[config.mk]
export PLATFORM = sky130hd
export DESIGN_NAME = instruction_loader_flat
export DESIGN_NICKNAME = d
export VERILOG_FILES = /design/src/rtl/instruction_loader_pkg.sv /design/src/rtl/instruction_loader_if.sv /design/src/rtl/instruction_loader_byte_packer.sv /design/src/rtl/instruction_loader.sv /design/src/flat_wrapper.sv
export SDC_FILE = /design/constraint.sdc
export NUM_CORES = 1
export LEC_CHECK = 0
export ABC_AREA = 1
export ABC_CLOCK_PERIOD_IN_PS = 3200
export BUFFER_PORTS_ARGS = -buffer_cell sky130_fd_sc_hd__buf_4
export CORE_UTILIZATION = 55
export CTS_BUF_LIST = sky130_fd_sc_hd__clkbuf_4
export DETAILED_ROUTE_END_ITERATION = 16
export GPL_ROUTABILITY_DRIVEN = 0
export PLACE_DENSITY_LB_ADDON = 0.05
export REMOVE_ABC_BUFFERS = 1
export SYNTH_ARGS = -nofsm -noshare
export SYNTH_HDL_FRONTEND = slang
export SYNTH_HIERARCHICAL = 1
export SYNTH_SLANG_ARGS = --single-unit
[constraint.sdc]
create_clock -name Clk1 -period 3.2 [get_ports Clk1]
set_clock_uncertainty 0.1 [all_clocks]
set_input_delay 0.32 -clock Clk1 [delete_from_list [all_inputs] [get_ports Clk1]]
set_output_delay 0.32 -clock Clk1 [all_outputs]
set_load 0.02 [all_outputs]
[src/rtl/instruction_loader_pkg.sv]
// Shared parameters, FSM state encoding and byte-index type for the instruction loader.
// The optional checksum stage is enabled with LOADER_CHECKSUM_EN.
package loader_pkg;

  localparam int unsigned ADDR_W        = 8;
  localparam int unsigned INS_W         = 20;
  localparam int unsigned BYTES_PER_INS = 3;

  typedef logic [2:0] state_t;

  localparam state_t S_IDLE  = 3'd0;
  localparam state_t S_RECV  = 3'd1;
  localparam state_t S_WRITE = 3'd2;
  localparam state_t S_CHECK = 3'd3;
  localparam state_t S_FIN   = 3'd4;

  typedef logic [1:0] byte_idx_t;

  // A latched count of zero stands for a full 2**ADDR_W-word load.
  function automatic logic [ADDR_W:0] ins_target(input logic [ADDR_W-1:0] n);
    logic [ADDR_W:0] t;
    t = {1'b0, n};
    if (n == '0) t[ADDR_W] = 1'b1;
    return t;
  endfunction

endpackage

[src/rtl/instruction_loader_if.sv]
// Byte-stream, memory-write and status signals between a host and the instruction loader.
interface instruction_loader_if;
  import loader_pkg::*;

  logic                start;
  logic [ADDR_W-1:0]   num_ins;
  logic [7:0]          byte_in;
  logic                byte_valid;
  logic                byte_ready;
  logic                we;
  logic [ADDR_W-1:0]   waddr;
  logic [INS_W-1:0]    wdata;
  logic                cpu_hold;
  logic                busy;
  logic                done;
  logic                err;

  modport master (
    output start, num_ins, byte_in, byte_valid,
    input  byte_ready, we, waddr, wdata, cpu_hold, busy, done, err
  );

  modport slave (
    input  start, num_ins, byte_in, byte_valid,
    output byte_ready, we, waddr, wdata, cpu_hold, busy, done, err
  );

endinterface

[src/rtl/instruction_loader_byte_packer.sv]
// Packs three big-endian bytes into one instruction word; the first byte contributes its low nibble.
module byte_packer
  import loader_pkg::*;
(
  input  logic             clk,
  input  logic             rst,
  input  logic             clear,
  input  logic             byte_stb,
  input  logic [7:0]       byte_in,
  output logic [INS_W-1:0] word,
  output logic             word_complete
);

  localparam byte_idx_t LAST_IDX = byte_idx_t'(BYTES_PER_INS - 1);

  byte_idx_t        idx_q, idx_d;
  logic [INS_W-1:0] word_q, word_d;

  always_comb begin
    idx_d  = idx_q;
    word_d = word_q;
    if (clear) begin
      idx_d  = '0;
      word_d = '0;
    end else if (byte_stb) begin
      case (idx_q)
        2'd0:    word_d[INS_W-1 -: 4] = byte_in[3:0];
        2'd1:    word_d[15:8]         = byte_in;
        default: word_d[7:0]          = byte_in;
      endcase
      idx_d = (idx_q == LAST_IDX) ? '0 : idx_q + 2'd1;
    end
  end

  // Exposing the next-state word lets the top register it on the same edge as the last byte.
  assign word          = word_d;
  assign word_complete = byte_stb && !clear && (idx_q == LAST_IDX);

  always_ff @(posedge clk or posedge rst) begin
    if (rst) begin
      idx_q  <= '0;
      word_q <= '0;
    end else begin
      idx_q  <= idx_d;
      word_q <= word_d;
    end
  end

endmodule

[src/rtl/instruction_loader.sv]
// Loads a program into instruction memory from a byte stream while holding the CPU in reset.
// Define LOADER_CHECKSUM_EN to require a trailing modulo-256 checksum byte after the last word.
module instruction_loader
  import loader_pkg::*;
(
  input  logic                 Clk1,
  input  logic                 Rst,
  instruction_loader_if.slave  bus
);

  state_t            state_q, state_d;
  logic [ADDR_W-1:0] num_q, num_d;
  logic [ADDR_W-1:0] addr_q, addr_d;
  logic              we_q, we_d;
  logic [ADDR_W-1:0] waddr_q, waddr_d;
  logic [INS_W-1:0]  wdata_q, wdata_d;

  logic              byte_ready;
  logic              xfer;
  logic              pk_clear;
  logic              pk_stb;
  logic [INS_W-1:0]  pk_word;
  logic              pk_complete;
  logic              last_ins;

`ifdef LOADER_CHECKSUM_EN
  logic [7:0]        sum_q, sum_d;
  logic              err_q, err_d;
`endif

  assign byte_ready = (state_q == S_RECV)
`ifdef LOADER_CHECKSUM_EN
                   || (state_q == S_CHECK)
`endif
                   ;
  assign xfer     = bus.byte_valid && byte_ready;
  assign pk_stb   = xfer && (state_q == S_RECV);
  assign last_ins = ({1'b0, addr_q} + (ADDR_W+1)'(1)) == ins_target(num_q);

  byte_packer u_packer (
    .clk           (Clk1),
    .rst           (Rst),
    .clear         (pk_clear),
    .byte_stb      (pk_stb),
    .byte_in       (bus.byte_in),
    .word          (pk_word),
    .word_complete (pk_complete)
  );

  always_comb begin
    state_d  = state_q;
    num_d    = num_q;
    addr_d   = addr_q;
    we_d     = 1'b0;
    waddr_d  = waddr_q;
    wdata_d  = wdata_q;
    pk_clear = 1'b0;
`ifdef LOADER_CHECKSUM_EN
    sum_d    = sum_q;
    err_d    = err_q;
`endif
    case (state_q)
      S_IDLE: begin
        if (bus.start) begin
          state_d  = S_RECV;
          num_d    = bus.num_ins;
          addr_d   = '0;
          pk_clear = 1'b1;
`ifdef LOADER_CHECKSUM_EN
          sum_d    = '0;
          err_d    = 1'b0;
`endif
        end
      end
      S_RECV: begin
`ifdef LOADER_CHECKSUM_EN
        if (xfer) sum_d = sum_q + bus.byte_in;
`endif
        if (pk_complete) begin
          state_d = S_WRITE;
          we_d    = 1'b1;
          waddr_d = addr_q;
          wdata_d = pk_word;
        end
      end
      S_WRITE: begin
        addr_d = addr_q + ADDR_W'(1);
        if (last_ins) begin
`ifdef LOADER_CHECKSUM_EN
          state_d = S_CHECK;
`else
          state_d = S_FIN;
`endif
        end else begin
          state_d = S_RECV;
        end
      end
`ifdef LOADER_CHECKSUM_EN
      S_CHECK: begin
        if (xfer) begin
          err_d   = (bus.byte_in != sum_q);
          state_d = S_FIN;
        end
      end
`endif
      S_FIN:   state_d = S_IDLE;
      default: state_d = S_IDLE;
    endcase
  end

  always_ff @(posedge Clk1 or posedge Rst) begin
    if (Rst) begin
      state_q <= S_IDLE;
      num_q   <= '0;
      addr_q  <= '0;
      we_q    <= 1'b0;
      waddr_q <= '0;
      wdata_q <= '0;
`ifdef LOADER_CHECKSUM_EN
      sum_q   <= '0;
      err_q   <= 1'b0;
`endif
    end else begin
      state_q <= state_d;
      num_q   <= num_d;
      addr_q  <= addr_d;
      we_q    <= we_d;
      waddr_q <= waddr_d;
      wdata_q <= wdata_d;
`ifdef LOADER_CHECKSUM_EN
      sum_q   <= sum_d;
      err_q   <= err_d;
`endif
    end
  end

  assign bus.byte_ready = byte_ready;
  assign bus.we         = we_q;
  assign bus.waddr      = waddr_q;
  assign bus.wdata      = wdata_q;
  assign bus.busy       = (state_q != S_IDLE);
  assign bus.cpu_hold   = (state_q != S_IDLE);
  assign bus.done       = (state_q == S_FIN);
`ifdef LOADER_CHECKSUM_EN
  assign bus.err        = err_q;
`else
  assign bus.err        = 1'b0;
`endif

endmodule

[src/flat_wrapper.sv]
// flat-port wrapper written by rule: the top's interface ports become plain ports
module instruction_loader_flat import loader_pkg::*;
  (Clk1, Rst, bus_start, bus_num_ins, bus_byte_in, bus_byte_valid, bus_byte_ready, bus_we, bus_waddr, bus_wdata, bus_cpu_hold, bus_busy, bus_done, bus_err);
  instruction_loader_if bus_i ();
  input  logic Clk1;
  input  logic Rst;
  input wire logic [$bits(bus_i.start)-1:0] bus_start;
  input wire logic [$bits(bus_i.num_ins)-1:0] bus_num_ins;
  input wire logic [$bits(bus_i.byte_in)-1:0] bus_byte_in;
  input wire logic [$bits(bus_i.byte_valid)-1:0] bus_byte_valid;
  output wire logic [$bits(bus_i.byte_ready)-1:0] bus_byte_ready;
  output wire logic [$bits(bus_i.we)-1:0] bus_we;
  output wire logic [$bits(bus_i.waddr)-1:0] bus_waddr;
  output wire logic [$bits(bus_i.wdata)-1:0] bus_wdata;
  output wire logic [$bits(bus_i.cpu_hold)-1:0] bus_cpu_hold;
  output wire logic [$bits(bus_i.busy)-1:0] bus_busy;
  output wire logic [$bits(bus_i.done)-1:0] bus_done;
  output wire logic [$bits(bus_i.err)-1:0] bus_err;
  assign bus_i.start = bus_start;
  assign bus_i.num_ins = bus_num_ins;
  assign bus_i.byte_in = bus_byte_in;
  assign bus_i.byte_valid = bus_byte_valid;
  assign bus_byte_ready = bus_i.byte_ready;
  assign bus_we = bus_i.we;
  assign bus_waddr = bus_i.waddr;
  assign bus_wdata = bus_i.wdata;
  assign bus_cpu_hold = bus_i.cpu_hold;
  assign bus_busy = bus_i.busy;
  assign bus_done = bus_i.done;
  assign bus_err = bus_i.err;
  instruction_loader u_core (.Clk1(Clk1), .Rst(Rst), .bus(bus_i));
endmodule
# Yosys cells after proc, flatten, opt, wreduce, memory -nomap -nowiden
# Cells that the tools add are included.
# Widths: inputs -> output; s select.
# classes
muxes,19
reduce_logical,16
n_addsub,3
eq_ne,8
# ops
op,n
$mux 20,2
$mux 8,3
$pmux 8 s2,1
$add 8x1->9 const B,1
$eq 9x9->1,1
$mux 3,3
$pmux 3 s3,1
$add 8x1->8 const B,1
$logic_not 8->1,1
$reduce_and 2->1,4
$mux 2,3
$mux 1,5
$logic_and 1x1->1,4
$mux 4,1
$ne 2x2->1 const B,2
$reduce_bool 2->1,2
$eq 3x1->1 const B,1
$eq 3x2->1 const B,1
$eq 3x3->1 const B,1
$logic_not 3->1,1
$reduce_bool 3->1,1
$add 2x1->2 const B,1
$eq 2x1->1 const B,1
$eq 2x2->1 const B,1
other kinds (3),3
# totals
input_bits,20
output_inout_bits,34
ff_bits,70
elab_cells,54

# Longest topological paths before layout
# Gate-level depths: netlist (run 1).
# depth
word_depth,7
ltp_mapped,12
mapped_depth_nobuf,12

# Cells and area by module
# Netlist (run 1), hierarchy kept.
# modules_own_cells
mod,instances,seq_area_each_um2,cells_per_inst,area_per_inst_um2
instruction_loader,1,1201.2,237,2244.7
byte_packer,1,550.5,123,958.4

# Worst setup path before layout (run 1)
# Ideal clock, no wire load.
# synth_path
kind,register to register
start,register u_core.state_q[2]
end,"register u_core.wdata_q[10], in the netlist u_core/bus.wdata[10]"
setup_slack_ns,0.991
setup_ns,0.125
period_less_slack_ns,2.209
path_buffers,1
t_required_ns,2.975
stages_incl_launch_ff,10
arrival_time_ns,1.984
path_cell_list,dfrtp_1 nor2_2 nand2_2 nor2_1 nand2_1 nor3_1 inv_1 nor2_8 buf_6 mux2_2
# synth_via
elab_chain_cells,6
word_cells_on_any_way,11
classes_between,eq/ne: 1; mux: 3; reduce/logical: 7
# synth_rtl
element,line_no,rtl
"start, declared",instruction_loader.sv:11,"state_t state_q, state_d;"
"start signal, assigned",instruction_loader.sv:124,state_q <= state_d;
$eq 3x1->1 (*),"instruction_loader.sv:31, instruction_loader.sv:37",
$logic_and 1x1->1,instruction_loader.sv:36,assign xfer = bus.byte_valid && byte_ready;
$logic_and 1x1->1 (*),instruction_loader.sv:37,assign pk_stb = xfer && (state_q == S_RECV);
net u_core.pk_stb,instruction_loader.sv:21,logic pk_stb;
$logic_and 1x1->1 (*) (2 in series),instruction_loader_byte_packer.sv:37,assign word_complete = byte_stb && !clear && (idx_q == LAST_IDX);
net u_core.pk_complete,instruction_loader.sv:23,logic pk_complete;
$reduce_and 2->1 (no source line) (*),-,
"end signal, assigned",instruction_loader.sv:129,wdata_q <= wdata_d;
"end, declared",instruction_loader.sv:16,"logic [INS_W-1:0] wdata_q, wdata_d;"
# The timed path passes the listed nets; every way through them passes the cells marked *.
# A chain may end at the register's enable or synchronous reset.

# Worst setup path in the final report (run 1)
# layout_path
start,register u_core.state_q[2]
end,"register u_core.wdata_q[13], in the netlist u_core/bus.wdata[13]"
# Same word-level chain as after synthesis.

==> impl_metrics.env, run 1 <==
export IMPL_drc=0
export IMPL_synth_seq_cells=70
export IMPL_post_drt_wl_per_cell_um=13.24
export IMPL_vias=2544
export IMPL_max_cap_violations=0
export IMPL_initial_utilization_pct=57.46
export IMPL_chipHeight_um=78.32
export IMPL_layout_nets=436
export IMPL_hold_viol=0
export IMPL_fin_area_um2=3746
export IMPL_rows=27
export IMPL_fillers=493
export IMPL_dieArea_um2=6133
export IMPL_cts_sinks=70
export IMPL_ir_drop_mv=0.4922
export IMPL_grt_pass1_wl_um=10980
export IMPL_area_delta_synth_final_pct=16.95
export IMPL_firstDrtPassIters=4
export IMPL_dpl_cell_area_um2=3615
export IMPL_cts_root_buffer="clkbuf_4"
export IMPL_layout_drive_gt1_share_pct=23.15
export IMPL_dominantRegCellSynth="dfrtp_1"
export IMPL_fin_crit_sh_pct=84.30
export IMPL_synthCells=360
export IMPL_grt_pass1_vias=2441
export IMPL_max_slew_margin_pct=31.87
export IMPL_rsz0062_at_grt="false"
export IMPL_dr_first_iter_drc_count=136
export IMPL_overflow=0
export IMPL_grt_max_degree=49
export IMPL_clk_pin_slew_worst_paths_ps=110
export IMPL_cts_resized=0
export IMPL_synth_edff_count=0
export IMPL_grt_antenna_before_repair=0
export IMPL_num_io_pins=54
export IMPL_cts_buffers=9
export IMPL_maxSlewViolCount=0
export IMPL_critPathCaptureType="register"
export IMPL_ctsHoldBuffers=1
export IMPL_core_um2=5574
export IMPL_clock_latency_ps=400
export IMPL_synth_seq_area_share_pct=54.69
export IMPL_p_per_area_nw_per_um2=864.3
export IMPL_crit_arrival_ps=2890
export IMPL_worst_pin_slew_ps=1020
export IMPL_tritoncts="built"
export IMPL_port_buffers=52
export IMPL_setup_viol_count_final=0
export IMPL_power_leakage_uw=0.001943
export IMPL_crit_path_start_kind="register"
export IMPL_routed_wl_um=6502
export IMPL_insertedDiodeCount=0
export IMPL_postRouteAntennaNets=0
export IMPL_crit_required_ps=3390
export IMPL_final_util_pct=67.21
export IMPL_netlist_area_um2=3203
export IMPL_holdCritPathClass="input pin to async pin"
export IMPL_post_route_min_period_ps=2698
export IMPL_track_usage_pct=23.86
export IMPL_fin_setup_tns_ps=0
export IMPL_dieWidth_um=78.32
export IMPL_syn_area_per_cell_um2=8.897
export IMPL_synth_distinct_cells=28
export IMPL_outcome="finished clean"
export IMPL_critical_path_class="register to register"
export IMPL_vias_per_cell=5.181
export IMPL_h_tree_depth=3
export IMPL_crit_fanout=36
export IMPL_post_cts_buffers=0
export IMPL_dpl_hpwl_um=4532
export IMPL_clockBufferDepth=2
export IMPL_yosys_warnings=6
export IMPL_async_flop_share_pct=100.0
export IMPL_clock_fmax_mhz=370.7
power by group:
group / leakage [uW] / switching [uW] / internal, uW
Combinational: 0.000979 / 774 / 545
Sequential: 0.000899 / 170 / 1230
Clock: 0.0000643 / 292 / 225
flip-flops by register name, indices dropped and copies added, names as in the netlist:
name / cells
u_core/bus.waddr: 8
u_core/u_packer/idx_q: 2
u_core/bus.we: 1
u_core/num_q: 8
u_core/bus.wdata: 20
u_core/u_packer/word_q: 20
u_core/addr_q: 8
u_core/state_q: 3
logic make-up (layout without fill, tap and decap cells):
group,after synthesis,after routing,synth area share (%)
other cells,1,1,0.1171
simple gates,172,172,22.89
fa+ha+maj,1,1,0.3906
mux,21,21,7.383
flops,70,70,54.69
buf+inv,57,116,7.773
compound gates,38,38,6.758
layout by cell type (no fill, tap or decap), types with 2 or more instances in the layout:
cell type,count
a21oi_1,3
buf_4,52
clkbuf_4,9
clkinv_1,3
dfrtp_1,70
inv_1,45
inv_2,3
mux2_2,20
nand2_1,83
nand2_2,3
nand3_1,24
nor2_1,54
nor2_4,2
o21a_1,7
o21ai_0,24
o22ai_1,2
metrics by stage:
step / power (uW) / std cells / hold slack (ps) / worst slack (ps)
finish: 3238 / 491 / 8.136 / 502.5
global route: 3472 / 491 / 21.17 / 197.7
CTS: 3270 / 491 / 2.372 / 497.6
detailed placement: 2748 / 475 / 384.1 / 546.5
global placement: 2687 / 475 / 371.3 / 652.0
floorplan: 2267 / 351 / 209.2 / 914.3
Yosys cell counts (2+ instances only):
| cell type | instances | area, um^2 |
|---|---|---|
| nand2_1 | 83 | 311.6 |
| dfrtp_1 | 70 | 1752 |
| nor2_1 | 54 | 202.7 |
| inv_1 | 46 | 172.7 |
| nand3_1 | 24 | 120.1 |
| o21ai_0 | 24 | 120.1 |
| mux2_2 | 20 | 225.2 |
| o21a_1 | 7 | 52.55 |
| a21oi_1 | 3 | 15.01 |
| buf_4 | 3 | 22.52 |
| buf_6 | 3 | 33.78 |
| nand2_2 | 3 | 18.77 |
| clkbuf_1 | 2 | 7.510 |
| inv_2 | 2 | 7.510 |
| nor2_4 | 2 | 22.52 |
| o22ai_1 | 2 | 12.51 |
worst paths after layout:
path                            slack, ps                        end           startpoint  cells after the start
worst max-delay path                  500       u_core/bus.wdata[13]    u_core/state_q[2]                      8
worst min-delay path                    8  u_core/u_packer/word_q[1]                  Rst                      2
worst max register to register        500       u_core/bus.wdata[13]    u_core/state_q[2]                      8
worst min register to register        410        u_core/bus.wdata[1]  u_core/bus.wdata[1]                      1
max in group asynchronous            2300       u_core/bus.wdata[16]                  Rst                      2
min in group Clk1                      20            u_core/num_q[7]       bus_num_ins[7]                      3
final cells by class:
| type | instances | area [um^2] | area share [%] |
|---|---|---|---|
| clock buffer | 9 | 67.56 | 1.804 |
| clock inverter | 6 | 53.80 | 1.436 |
| inverter | 48 | 180.2 | 4.810 |
| multi-input combinational | 233 | 1202 | 32.10 |
| sequential | 70 | 1752 | 46.76 |
| tap | 72 | 90.09 | 2.405 |
| timing repair buffer | 53 | 400.4 | 10.69 |
layer usage:
layer	wire, um	global-route usage, %	vias up
li1	-	-	1242
met1	3102	32.52	1213
met2	2991	37.37	80
met3	311	4.186	9
met4	96	11.11	0
met5	0	0	-
worst max-delay path: stages (launching register included):
cell and delay [ps]:
dfrtp_1 410, nor2_2 170, nand2_2 130, nor2_1 260, nand2_1 270, nor3_1 190, inv_1 150, nor2_8 490
mux2_2 410
(Power assumes the default switching activity.)
==> inputs of run 2 (changes only) <==
--- a/config.mk
+++ b/config.mk
@@ -6,9 +6,9 @@
 export NUM_CORES = 1
 export LEC_CHECK = 0
 export ABC_AREA = 1
-export ABC_CLOCK_PERIOD_IN_PS = 3200
+export ABC_CLOCK_PERIOD_IN_PS = 2300
 export BUFFER_PORTS_ARGS = -buffer_cell sky130_fd_sc_hd__buf_4
-export CORE_UTILIZATION = 55
+export CORE_UTILIZATION = 52
 export CTS_BUF_LIST = sky130_fd_sc_hd__clkbuf_4
 export DETAILED_ROUTE_END_ITERATION = 16
 export GPL_ROUTABILITY_DRIVEN = 0
==> constraint.sdc (replaced) <==
create_clock -name Clk1 -period 2.3 [get_ports Clk1]
set_clock_uncertainty 0.1 [all_clocks]
set_input_delay 0.23 -clock Clk1 [delete_from_list [all_inputs] [get_ports Clk1]]
set_output_delay 0.23 -clock Clk1 [all_outputs]
set_load 0.02 [all_outputs]
==> impl_metrics.env, run 2 (synthesis results as in run 1) <==
export IMPL_ff_latch_area_um2=1752
export IMPL_grt_max_degree=29
export IMPL_overflow=0
export IMPL_layout_commonest_cell="nand2_1"
export IMPL_grt_pass1_vias=2376
export IMPL_port_buffers=52
export IMPL_cts_buffers=9
export IMPL_num_io_pins=54
export IMPL_worst_pin_slew_ps=857.4
export IMPL_grt_pass1_wl_um=10910
export IMPL_setup_viol_count_final=0
export IMPL_critical_path_class="register to register"
export IMPL_post_route_min_period_ps=2062
export IMPL_clock_latency_ps=400
export IMPL_p_total_uw=4950
export IMPL_holdCritPathClass="input pin to register"
export IMPL_max_cap_violations=0
export IMPL_critPathMaxStageDelay_ps=420
export IMPL_dr_first_iter_drc_count=171
export IMPL_routed_wl_um=6819
export IMPL_maxSlewViolCount=0
export IMPL_track_usage_pct=22.74
export IMPL_wl_met2_um=3070
export IMPL_critPathCaptureType="register"
export IMPL_vias=2546
export IMPL_power_leakage_uw=0.002077
export IMPL_cpMaxStageDelayCell="dfrtp_1"
export IMPL_crit_path_start_kind="register"
export IMPL_hold_viol=0
export IMPL_routed_top_layer="met4"
export IMPL_grt_antenna_before_repair=0
export IMPL_postRouteAntennaNets=0
export IMPL_crit_required_ps=2490
export IMPL_max_slew_margin_pct=42.78
export IMPL_crit_arrival_ps=2250
export IMPL_instances_no_fill=515
export IMPL_drc=0
export IMPL_ir_drop_mv=0.7980
export IMPL_h_tree_depth=3
export IMPL_layout_drive_gt1_share_pct=24.77
export IMPL_rsz0062_at_grt="false"
export IMPL_insertedDiodeCount=0
export IMPL_rows=28
export IMPL_final_util_pct=67.96
export IMPL_dieArea_um2=6478
export IMPL_clockBufferDepth=2
export IMPL_firstDrtPassIters=4
export IMPL_cts_resized=0
export IMPL_post_drt_wl_per_cell_um=13.24
export IMPL_dpl_hpwl_um=4717
export IMPL_critical_path_cell_chain="nor2_2, nand2_2, nor2_1, nand2_1, nor3_1, inv_1, nor2_8, mux2_2"
export IMPL_chipHeight_um=80.49
export IMPL_fillers=507
export IMPL_p_per_area_nw_per_um2=1230
export IMPL_fin_setup_tns_ps=0
export IMPL_tritoncts="built"
export IMPL_dieWidth_um=80.49
export IMPL_clk_pin_slew_worst_paths_ps=120
export IMPL_dp_cells=485
export IMPL_multiInputGateArea_um2=1214
export IMPL_area_delta_synth_final_pct=25.63
export IMPL_outcome="finished clean"
export IMPL_layout_nets=456
export IMPL_core_um2=5921
export IMPL_fin_crit_sh_pct=89.64
export IMPL_wl_met3_um=255
export IMPL_cts_root_buffer="clkbuf_4"
export IMPL_initial_utilization_pct=54.10
export IMPL_vias_per_cell=4.944
export IMPL_clock_fmax_mhz=485.0
export IMPL_crit_fanout=14
export IMPL_final_cell_mix="nand2_1, dfrtp_1, buf_4"
export IMPL_met1_length_um=3365
export IMPL_cts_sinks=70
[run 2: cell count changes in the layout (fill, tap and decap cells not counted), sizes merged]
cell,before,now
dlygate4sd3,1,11
clkinvlp,1,0
nor2,58,59
buf,52,61
clkinv,4,3
bufinv,1,4
[run 2: stage by stage]
stage                     hold WS, ps  setup WS (ps)  cell area, um^2
after floorplan                 119.2          14.28             3134
after global routing            25.88          34.88             4024
after CTS                      0.7646          115.2             3985
after global placement          222.7          206.1             3671
after detailed placement        224.0          144.9             3671
final                           16.59          238.3             4024
[run 2: path summary, 6_finish.rpt]
| check | startpoint | end | slack, ps | depth (start not counted) |
|---|---|---|---|---|
| max in group asynchronous | Rst | u_core/u_packer/word_q[18] | 1110 | 3 |
| min in group asynchronous | Rst | u_core/addr_q[5] | 330 | 3 |
| max | u_core/state_q[2] | u_core/bus.wdata[17] | 240 | 8 |
| min | bus_byte_in[4] | u_core/u_packer/word_q[12] | 20 | 3 |
| min reg2reg | u_core/bus.waddr[0] | u_core/bus.waddr[0] | 410 | 1 |
| max reg2reg | u_core/state_q[2] | u_core/bus.wdata[17] | 240 | 8 |
[run 2: report_power, final]
group	switching [uW]	leakage, uW	internal, uW
sequential	243	0.000899	1710
clock	428	0.000105	655
combinational	1100	0.00107	811
total	1770	0.00208	3180
[run 2: metal layers]
metal	track usage (%)	vias to the layer above
met5	0	-
met4	11.43	0
li1	-	1293
met3	3.977	13
met1	31.61	1180
met2	34.07	60
[run 2: layout make-up]
cell class | count | area share [%]
clock buffers | 9 | 1.679
clock inverters | 7 | 3.389
inverters | 48 | 4.478
multi-input cells | 234 | 30.16
flip-flops and latches | 70 | 43.53
well taps | 75 | 2.332
repair buffers | 72 | 14.43
[run 2: what timing repair did]
action	in CTS	in global routing
setup endpoints to repair	0	25
hold buffers	11	0
hold endpoints to repair	55	0
buffers inserted	0	2
[run 2: worst max-delay path: cells and delay by family, from the launching register on]
kind,cells,cell delay (ps)
buffers and inverters,1,190
DFF,1,420
muxes,1,370
and+or+nand+nor,6,880
==> inputs of run 3 (changes only) <==
--- a/config.mk
+++ b/config.mk
@@ -13,6 +13,7 @@
 export DETAILED_ROUTE_END_ITERATION = 16
 export GPL_ROUTABILITY_DRIVEN = 0
 export PLACE_DENSITY_LB_ADDON = 0.05
+export RECOVER_POWER = 50
 export REMOVE_ABC_BUFFERS = 1
 export SYNTH_ARGS = -nofsm -noshare
 export SYNTH_HDL_FRONTEND = slang
==> impl_metrics.env, run 3 (synthesis results as in run 1) <==
export IMPL_crit_arrival_ps=2250
export IMPL_vias_per_cell=4.936
export IMPL_grt_max_degree=29
export IMPL_h_tree_depth=3
export IMPL_layout_nets=456
export IMPL_layout_commonest_cell="nand2_1"
export IMPL_critPathCaptureType="register"
export IMPL_rr_startpoint="u_core/state_q[2]"
export IMPL_max_cap_violations=0
export IMPL_clock_fmax_mhz=487.0
export IMPL_max_slew_margin_pct=33.29
export IMPL_crit_path_start_kind="register"
export IMPL_outcome="finished clean"
export IMPL_grt_pass1_vias=2376
export IMPL_place_ws_ps=144.9
export IMPL_cts_sinks=70
export IMPL_area_delta_synth_final_pct=22.03
export IMPL_final_cell_mix="nand2_1, dfrtp_1, nor2_1"
export IMPL_firstDrtPassIters=4
export IMPL_layout_drive_gt1_share_pct=17.73
export IMPL_grt_antenna_before_repair=0
export IMPL_tritoncts="built"
export IMPL_cts_root_buffer="clkbuf_4"
export IMPL_routed_wl_um=6818
export IMPL_drc=0
export IMPL_worst_pin_slew_ps=999.5
export IMPL_cts_resized=0
export IMPL_setup_ws_ps=246.8
export IMPL_holdCritPathClass="input pin to register"
export IMPL_num_io_pins=54
export IMPL_track_usage_pct=22.74
export IMPL_fillers=534
export IMPL_min_from="bus_byte_in[4]"
export IMPL_cts_buffers=9
export IMPL_setup_viol_count_final=0
export IMPL_crit_required_ps=2490
export IMPL_grt_pass1_wl_um=10910
export IMPL_overflow=0
export IMPL_ir_drop_mv=0.7467
export IMPL_crit_fanout=14
export IMPL_rsz0062_at_grt="false"
export IMPL_chipHeight_um=80.49
export IMPL_ff_latch_area_um2=1752
export IMPL_hold_viol=0
export IMPL_dieArea_um2=6478
export IMPL_core_um2=5921
export IMPL_vias=2542
export IMPL_power_leakage_uw=0.001959
export IMPL_initial_utilization_pct=54.10
export IMPL_multiInputGateArea_um2=1214
export IMPL_hold_slack_ps=14.66
export IMPL_maxSlewViolCount=0
export IMPL_p_per_area_nw_per_um2=1220
export IMPL_insertedDiodeCount=0
export IMPL_crit_start="u_core/state_q[2]"
export IMPL_fin_setup_tns_ps=0
export IMPL_critical_path_class="register to register"
export IMPL_dpl_hpwl_um=4717
export IMPL_dieWidth_um=80.49
export IMPL_clock_latency_ps=400
export IMPL_post_drt_wl_per_cell_um=13.24
export IMPL_post_route_min_period_ps=2053
export IMPL_dr_first_iter_drc_count=163
export IMPL_fin_crit_sh_pct=89.27
export IMPL_clockBufferDepth=2
export IMPL_postRouteAntennaNets=0
export IMPL_rows=28
export IMPL_clk_pin_slew_worst_paths_ps=120
export IMPL_port_buffers=52
run 3: changes by cell type in the layout (fill, tap and decap cells not counted), sizes merged:
cell,change
buf,-32
clkbuf,+32
run 3: repair_timing:
| item | 4_1_cts | 5_1_grt |
|---|---|---|
| setup buffers | 0 | 2 |
| endpoints found under the hold margin | 55 | 0 |
| endpoints found under the setup margin | 0 | 25 |
| hold buffers | 11 | 0 |
run 3: worst max-delay path: stages, from the launching register on:
cell     delay [ps]
dfrtp_1         420
nor2_2          170
nand2_2          70
nor2_1          140
nand2_1          90
nor3_1          130
inv_1           190
nor2_8          280
mux2_2          370
run 3: through the flow:
| step | cells | utilization (%) | area [um^2] | total power [uW] |
|---|---|---|---|---|
| 2_1_floorplan | 351 | - | 3134 | 3153 |
| 3_3_place_gp | 485 | 62.00 | 3671 | 3793 |
| 3_5_place_dp | 485 | 62.00 | 3671 | 3864 |
| 4_1_cts | 512 | 67.31 | 3985 | 4974 |
| 5_1_grt | 515 | 66.02 | 3909 | 5093 |
| 6_report | 515 | 66.02 | 3909 | 4767 |
run 3: final timing paths:
path / to / slack, ps / cells past startpoint
hold / removal: u_core/u_packer/word_q[12] / 10 / 3
setup reg to reg: u_core/bus.wdata[17] / 250 / 8
setup / recovery: u_core/bus.wdata[17] / 250 / 8
max in group asynchronous: u_core/addr_q[0] / 460 / 4
min in group asynchronous: u_core/u_packer/word_q[0] / 450 / 3
hold reg to reg: u_core/bus.waddr[7] / 410 / 1
run 3: layer usage:
layer	share of wire, %	vias up	GRT usage, %
met1	49	1174	31.61
li1	-	1290	-
met2	45	66	34.07
met5	0	-	0
met3	4.0	12	3.977
met4	1.8	0	11.43
run 3: power by group:
part | internal [uW] | switching, uW | total [uW]
registers | 1710 | 238 | 1950
clock network | 655 | 429 | 1080
logic | 634 | 1100 | 1730
run 3: layout make-up:
cell class	instances	share of cell area, %
timing repair buffer	72	11.91
sequential	70	44.81
multi-input combinational	234	31.05
clock inverter	7	3.489
clock buffer	9	1.729
inverter	48	4.609
tap	75	2.401
